===== config.mk =====
export PLATFORM = sky130hd
export DESIGN_NAME = base_addr_fetch
export DESIGN_NICKNAME = d
export VERILOG_FILES = /design/src/rtl/base_addr_fetch.sv
export SDC_FILE = /design/constraint.sdc
export NUM_CORES = 1
export LEC_CHECK = 0
export BUFFER_PORTS_ARGS = -buffer_cell sky130_fd_sc_hd__buf_2
export CAP_MARGIN = 20
export CELL_PAD_IN_SITES_DETAIL_PLACEMENT = 1
export CELL_PAD_IN_SITES_GLOBAL_PLACEMENT = 1
export CORE_ASPECT_RATIO = 1.2
export CORE_UTILIZATION = 34
export DETAILED_ROUTE_END_ITERATION = 8
export GPL_TIMING_DRIVEN = 0
export PLACE_DENSITY = 0.76
export SKIP_LAST_GASP = 1
export SYNTH_ARGS = -nofsm -noshare
export SYNTH_HDL_FRONTEND = slang
export SYNTH_SLANG_ARGS = --single-unit

===== constraint.sdc =====
create_clock -name clk -period 1.9 [get_ports clk]
set_input_delay 0.095 -clock clk [delete_from_list [all_inputs] [get_ports clk]]
set_output_delay 0.095 -clock clk [all_outputs]
set_load 0.02 [all_outputs]

===== src/rtl/base_addr_fetch.sv =====
// Reads NUM_WORDS consecutive base-address words from a BRAM controller port into
// a register bank; supports multi-cycle read latency, auto-start and re-fetch.
module base_addr_fetch #(
  parameter logic [31:0] START_ADDR  = 32'h4580_0000,
  parameter int          NUM_WORDS   = 4,
  parameter logic [31:0] ADDR_STRIDE = 32'd4,
  parameter int          RD_LATENCY  = 2,
  parameter bit          AUTO_START  = 1'b1
) (
  input  logic                    clk,
  input  logic                    rst_n,
  input  logic                    start,
  output logic                    ram_clk,
  output logic                    ram_rst,
  output logic [31:0]             ram_addr,
  output logic                    ram_en,
  input  logic [31:0]             ram_rd_data,
  output logic [3:0]              ram_we,
  output logic [31:0]             ram_wd_data,
  output logic [32*NUM_WORDS-1:0] words_out,
  output logic                    busy,
  output logic                    done,
  output logic                    done_pulse
);

  localparam int IW = (NUM_WORDS > 1) ? $clog2(NUM_WORDS) : 1;
  localparam int CW = $clog2(NUM_WORDS + 1);

  if (NUM_WORDS < 1 || RD_LATENCY < 1) begin : g_param_check
    $error("base_addr_fetch: NUM_WORDS and RD_LATENCY must both be at least 1");
  end

  typedef enum logic [1:0] {IDLE, ISSUE, DRAIN, DONE} state_t;

  state_t              state;
  logic                auto_pending;
  logic [CW-1:0]       issue_idx;
  logic [CW-1:0]       cap_cnt;
  // Stage 0 mirrors the issue register; stage RD_LATENCY lines up with valid read data.
  logic [RD_LATENCY:0] pipe_vld;
  logic [IW-1:0]       pipe_idx [RD_LATENCY+1];

  assign ram_clk     = clk;
  assign ram_rst     = 1'b0;
  assign ram_we      = 4'b0;
  assign ram_wd_data = 32'b0;

  always_ff @(posedge clk or negedge rst_n) begin
    if (!rst_n) begin
      state        <= IDLE;
      auto_pending <= AUTO_START;
      issue_idx    <= '0;
      cap_cnt      <= '0;
      ram_addr     <= '0;
      ram_en       <= 1'b0;
      words_out    <= '0;
      busy         <= 1'b0;
      done         <= 1'b0;
      done_pulse   <= 1'b0;
      pipe_vld     <= '0;
      for (int j = 0; j <= RD_LATENCY; j++) pipe_idx[j] <= '0;
    end else begin
      auto_pending <= 1'b0;
      done_pulse   <= 1'b0;
      ram_en       <= 1'b0;
      ram_addr     <= '0;
      pipe_vld     <= {pipe_vld[RD_LATENCY-1:0], 1'b0};
      for (int j = 1; j <= RD_LATENCY; j++) pipe_idx[j] <= pipe_idx[j-1];

      if (pipe_vld[RD_LATENCY]) begin
        words_out[32*int'(pipe_idx[RD_LATENCY]) +: 32] <= ram_rd_data;
        cap_cnt <= cap_cnt + CW'(1);
      end

      case (state)
        IDLE, DONE: begin
          if (start || auto_pending) begin
            busy        <= 1'b1;
            done        <= 1'b0;
            ram_en      <= 1'b1;
            ram_addr    <= START_ADDR;
            pipe_vld[0] <= 1'b1;
            pipe_idx[0] <= '0;
            issue_idx   <= CW'(1);
            cap_cnt     <= '0;
            state       <= (NUM_WORDS == 1) ? DRAIN : ISSUE;
          end
        end
        ISSUE: begin
          ram_en      <= 1'b1;
          ram_addr    <= START_ADDR + ADDR_STRIDE * 32'(issue_idx);
          pipe_vld[0] <= 1'b1;
          pipe_idx[0] <= IW'(issue_idx);
          issue_idx   <= issue_idx + CW'(1);
          if (issue_idx == CW'(NUM_WORDS - 1)) state <= DRAIN;
        end
        DRAIN: begin
          if (pipe_vld[RD_LATENCY] && cap_cnt == CW'(NUM_WORDS - 1)) begin
            state      <= DONE;
            busy       <= 1'b0;
            done       <= 1'b1;
            done_pulse <= 1'b1;
          end
        end
        default: state <= IDLE;
      endcase
    end
  end

endmodule


==> report_table.html <==
<table>
<tr><th>Metric</th><th>Value</th></tr>
<tr><th colspan="2">Power and ir drop</th></tr>
<tr><td>Static leakage</td><td>4.86 nW</td></tr>
<tr><td>Post-layout total power</td><td>0.0144 W</td></tr>
<tr><td>Peak ir drop on the vdd network</td><td>0.646 mV</td></tr>
<tr><td>Pwr dens</td><td>1640 nW/um^2</td></tr>
<tr><th colspan="2">Cells and area</th></tr>
<tr><td>Commonest cells after routing, fill and taps aside</td><td>sky130_fd_sc_hd__buf_2, sky130_fd_sc_hd__dfrtp_1, sky130_fd_sc_hd__a22o_1, sky130_fd_sc_hd__buf_4, sky130_fd_sc_hd__conb_1</td></tr>
<tr><td>Fraction of layout cells with a size suffix above 1</td><td>41.7%</td></tr>
<tr><td>Number of non-filler instances in the completed layout</td><td>988</td></tr>
<tr><td>Layout area overhead</td><td>41.7%</td></tr>
<tr><td>Net total in the final layout</td><td>802</td></tr>
<tr><td>Most common cell after layout, fill and taps aside</td><td>sky130_fd_sc_hd__buf_2</td></tr>
<tr><td># fillers</td><td>1932</td></tr>
<tr><td>Final standard cell utilization of the core</td><td>49.7%</td></tr>
<tr><td>Antenna diode count</td><td>0</td></tr>
<tr><th colspan="2">Floorplan</th></tr>
<tr><td>DIE WIDTH</td><td>125 um</td></tr>
<tr><td>DIE HEIGHT</td><td>150 um</td></tr>
<tr><td>Num rows</td><td>53</td></tr>
<tr><td>Boundary Pins</td><td>237</td></tr>
<tr><td>Die outline area</td><td>18700 sq um</td></tr>
<tr><td>Initial Utilization</td><td>35.1%</td></tr>
<tr><td>Core Region</td><td>17600 sq um</td></tr>
<tr><th colspan="2">Yosys</th></tr>
<tr><td>Ys async rst share</td><td>100%</td></tr>
<tr><td>Count of different cell masters after synthesis</td><td>42</td></tr>
<tr><td>Count of warnings emitted by yosys</td><td>0</td></tr>
<tr><td>Cell Area, Synth</td><td>6190 sq um</td></tr>
<tr><td>Number of synthesized flops with an enable pin</td><td>0</td></tr>
<tr><td>Cells after synthesis</td><td>450</td></tr>
<tr><td>Sequential fraction of the synthesis area</td><td>61.5%</td></tr>
<tr><td>Post-synth top flop</td><td>sky130_fd_sc_hd__dfrtp_1</td></tr>
<tr><td>Mean Syn Cell Area</td><td>13.7 sq um</td></tr>
<tr><td>Post-synthesis sequential element count</td><td>152</td></tr>
<tr><th colspan="2">STA</th></tr>
<tr><td>Fmax</td><td>562 MHz</td></tr>
<tr><td>Final Critical Period</td><td>1.78 ns</td></tr>
<tr><td>Setup violation total in the final timing report</td><td>0</td></tr>
<tr><td>Post-route clock period utilization</td><td>93.7%</td></tr>
<tr><td>RSZ-0062 raised after global routing</td><td>true</td></tr>
<tr><td>Final number of max-transition violations</td><td>0</td></tr>
<tr><td>Final Hold Viols</td><td>0</td></tr>
<tr><td>Minimum hold slack</td><td>0.114 ns</td></tr>
<tr><td>Setup total negative slack</td><td>0 ns</td></tr>
<tr><td>Max_slew headroom</td><td>54.9%</td></tr>
<tr><td>Clock tree skew after final layout</td><td>0.00961 ns</td></tr>
<tr><td>Transition time at the pin with the least slew margin</td><td>0.674 ns</td></tr>
<tr><th colspan="2">CTS</th></tr>
<tr><td>Clock latency on the worst-skew pair</td><td>0.53 ns</td></tr>
<tr><td>Post-CTS clock slew at the launch and capture registers of the worst setup and hold paths</td><td>0.06 ns</td></tr>
<tr><td>Clock tree from TritonCTS</td><td>built</td></tr>
<tr><th colspan="2">Setup path</th></tr>
<tr><td>Critical Path Fanout Max</td><td>10</td></tr>
<tr><td>Arr. time, crit path</td><td>2.24 ns</td></tr>
<tr><td>Maximum cell stage delay along the critical path</td><td>0.37 ns</td></tr>
<tr><td>Data required time of the worst path</td><td>2.36 ns</td></tr>
<tr><td>Start of the worst register-to-register path</td><td>pipe_idx[1]$_DFF_PN0_</td></tr>
<tr><td>Startpoint type of the worst setup path</td><td>register</td></tr>
<tr><td>CP top delay family</td><td>buffers and inverters</td></tr>
<tr><td>Critical path start-end classification</td><td>register to register</td></tr>
<tr><td>Origin of the worst setup path</td><td>pipe_idx[1]$_DFF_PN0_</td></tr>
<tr><td>Standard cell with the maximum stage delay on the critical path</td><td>sky130_fd_sc_hd__dfrtp_1</td></tr>
<tr><td>Buffer and inverter count on the worst path</td><td>3</td></tr>
<tr><td>Cell repeated most along the worst path</td><td>sky130_fd_sc_hd__buf_6</td></tr>
<tr><td>Capturing element type of the critical path</td><td>register</td></tr>
<tr><td>Worst reg2reg path depth</td><td>7</td></tr>
<tr><td>End of the worst register-to-register path</td><td>words_out[93]$_DFFE_PN0P_</td></tr>
<tr><td>Series of cell instances along the critical path</td><td>inv_1, ha_4, nand2b_1, nor4_4, buf_6, buf_6, a22o_1</td></tr>
<tr><td>Worst-case register-to-register setup slack</td><td>0.12 ns</td></tr>
<tr><th colspan="2">GRT</th></tr>
<tr><td>Largest net degree at the start of global routing</td><td>92</td></tr>
<tr><td>Vias in the first global route</td><td>5099</td></tr>
<tr><td>Number of antenna violations at the first check in global routing</td><td>0</td></tr>
<tr><td>Total global-route track usage</td><td>20.2%</td></tr>
<tr><td>Wire length of the first global-routing pass</td><td>28600 um</td></tr>
<tr><td>Final global-route overflow total</td><td>0</td></tr>
<tr><th colspan="2">Route</th></tr>
<tr><td>Wirelength, routed</td><td>18400 um</td></tr>
<tr><td>Pre-Repair DR Iteration Count</td><td>7</td></tr>
<tr><td>DR vias</td><td>4782</td></tr>
<tr><td>DRC</td><td>34</td></tr>
<tr><td>Drt wl/cell</td><td>18.6 um</td></tr>
<tr><td>Detail-routed via count per cell</td><td>4.84</td></tr>
<tr><td>Violation count after the first detailed-route iteration</td><td>225</td></tr>
<tr><td>Antenna viol nets, final</td><td>0</td></tr>
<tr><th colspan="2">Placement</th></tr>
<tr><td>Post-detailed-placement half-perimeter wirelength</td><td>12900 um</td></tr>
<tr><td>Total instance count after detailed placement</td><td>907</td></tr>
<tr><td>Number of port buffers</td><td>174</td></tr>
<tr><td>Last weighted congestion value of the routability-driven placer</td><td>0.758</td></tr>
<tr><th colspan="2">Status</th></tr>
<tr><td>Run status</td><td>finished, violations left</td></tr>
<tr><td>Violations in the final reports</td><td>design-rule violations</td></tr>
<tr><th colspan="2">Worst hold path</th></tr>
<tr><td>Hold/Removal Path Class</td><td>primary input to asynchronous set/reset pin</td></tr>
<tr><th colspan="2">Job</th></tr>
<tr><td>MaxCap Viol Count</td><td>0</td></tr>
</table>
-- through the flow --
step / setup WS (ns) / instance area (sq um)
floorplan: 0.0607 / 6420
global placement: -1.28 / 7560
detailed placement: -0.398 / 7600
CTS: -0.00144 / 8730
global route: -0.000563 / 8760
finish: 0.119 / 8760
-- registers in the layout, summed over array words and instances (netlist names) --
signal,cells
auto_pending,1
busy,1
cap_cnt,3
done,1
done_pulse,1
issue_idx,3
pipe_idx,6
pipe_vld,3
ram_addr,3
state,2
words_out,128
-- layout make-up --
type	instances	area (sq um)	share of cell area, %
flip-flops and latches	152	3810	43.4
multi-input cells	260	1970	22.4
repair buffers	220	1330	15.2
plain buffers	92	658	7.51
clock buffers	23	523	5.97
well taps	220	275	3.14
clock inverters	13	171	1.96
inverters	8	30.0	0.343
-- power by group --
part           internal (W)  switching, W  total [W]
combinational       0.00214       0.00336    0.00550
clock               0.00243       0.00143    0.00386
sequential          0.00433      0.000668    0.00500
-- kinds of logic after synthesis --
kind of cell | count (synthesis) | synth area share (%)
compound gates | 144 | 19.9
xor+xnor | 2 | 0.283
fa+ha+maj | 12 | 2.43
buf+inv | 100 | 11.0
flops | 152 | 61.5
mux | 6 | 0.991
other cells | 1 | 0.0606
simple gates | 33 | 3.80
-- how the worst max path moves through the flow --
stage | to | slack (ns) | cells after the start
finish | words_out[93]$_DFFE_PN0P_ | 0.12 | 7
global route | words_out[94]$_DFFE_PN0P_ | -0.0006 | 7
CTS | words_out[93]$_DFFE_PN0P_ | -0.001 | 7
detailed placement | words_out[93]$_DFFE_PN0P_ | -0.40 | 6
global placement | words_out[6]$_DFFE_PN0P_ | -1.28 | 1
floorplan | words_out[64]$_DFFE_PN0P_ | 0.06 | 6
-- timing repair --
action,CTS,global route
setup endpoints to repair,128,76
buffers inserted,12,0
resized for setup,5,13
hold endpoints to repair,192,0
pin swaps,4,1
hold buffers,34,0
-- layer usage --
| layer | part of all wire (%) | up-vias | global-route usage (%) |
|---|---|---|---|
| met5 | 0 | - | 0 |
| met2 | 52 | 170 | 35.7 |
| met4 | 1.4 | 0 | 6.89 |
| li1 | - | 2139 | - |
| met3 | 4.5 | 18 | 4.65 |
| met1 | 42 | 2455 | 24.2 |
-- synthesized netlist by cell type, types with 2 or more instances --
master	instances	area, sq um
sky130_fd_sc_hd__clkbuf_1	14	52.6
sky130_fd_sc_hd__dfrtp_1	151	3780
sky130_fd_sc_hd__a21oi_1	2	10.0
sky130_fd_sc_hd__nor2b_1	2	12.5
sky130_fd_sc_hd__nor3_1	3	15.0
sky130_fd_sc_hd__buf_2	3	15.0
sky130_fd_sc_hd__buf_4	70	526
sky130_fd_sc_hd__ha_1	12	150
sky130_fd_sc_hd__nor2_1	7	26.3
sky130_fd_sc_hd__xnor2_1	2	17.5
sky130_fd_sc_hd__and2_1	2	12.5
sky130_fd_sc_hd__a22o_1	128	1120
sky130_fd_sc_hd__mux2i_1	5	50.1
sky130_fd_sc_hd__inv_1	8	30.0
sky130_fd_sc_hd__buf_6	5	56.3
sky130_fd_sc_hd__a22oi_1	2	15.0
sky130_fd_sc_hd__o21ai_0	4	20.0
sky130_fd_sc_hd__nand2_1	6	22.5
No activity file was read; power rests on OpenSTA's default activity.
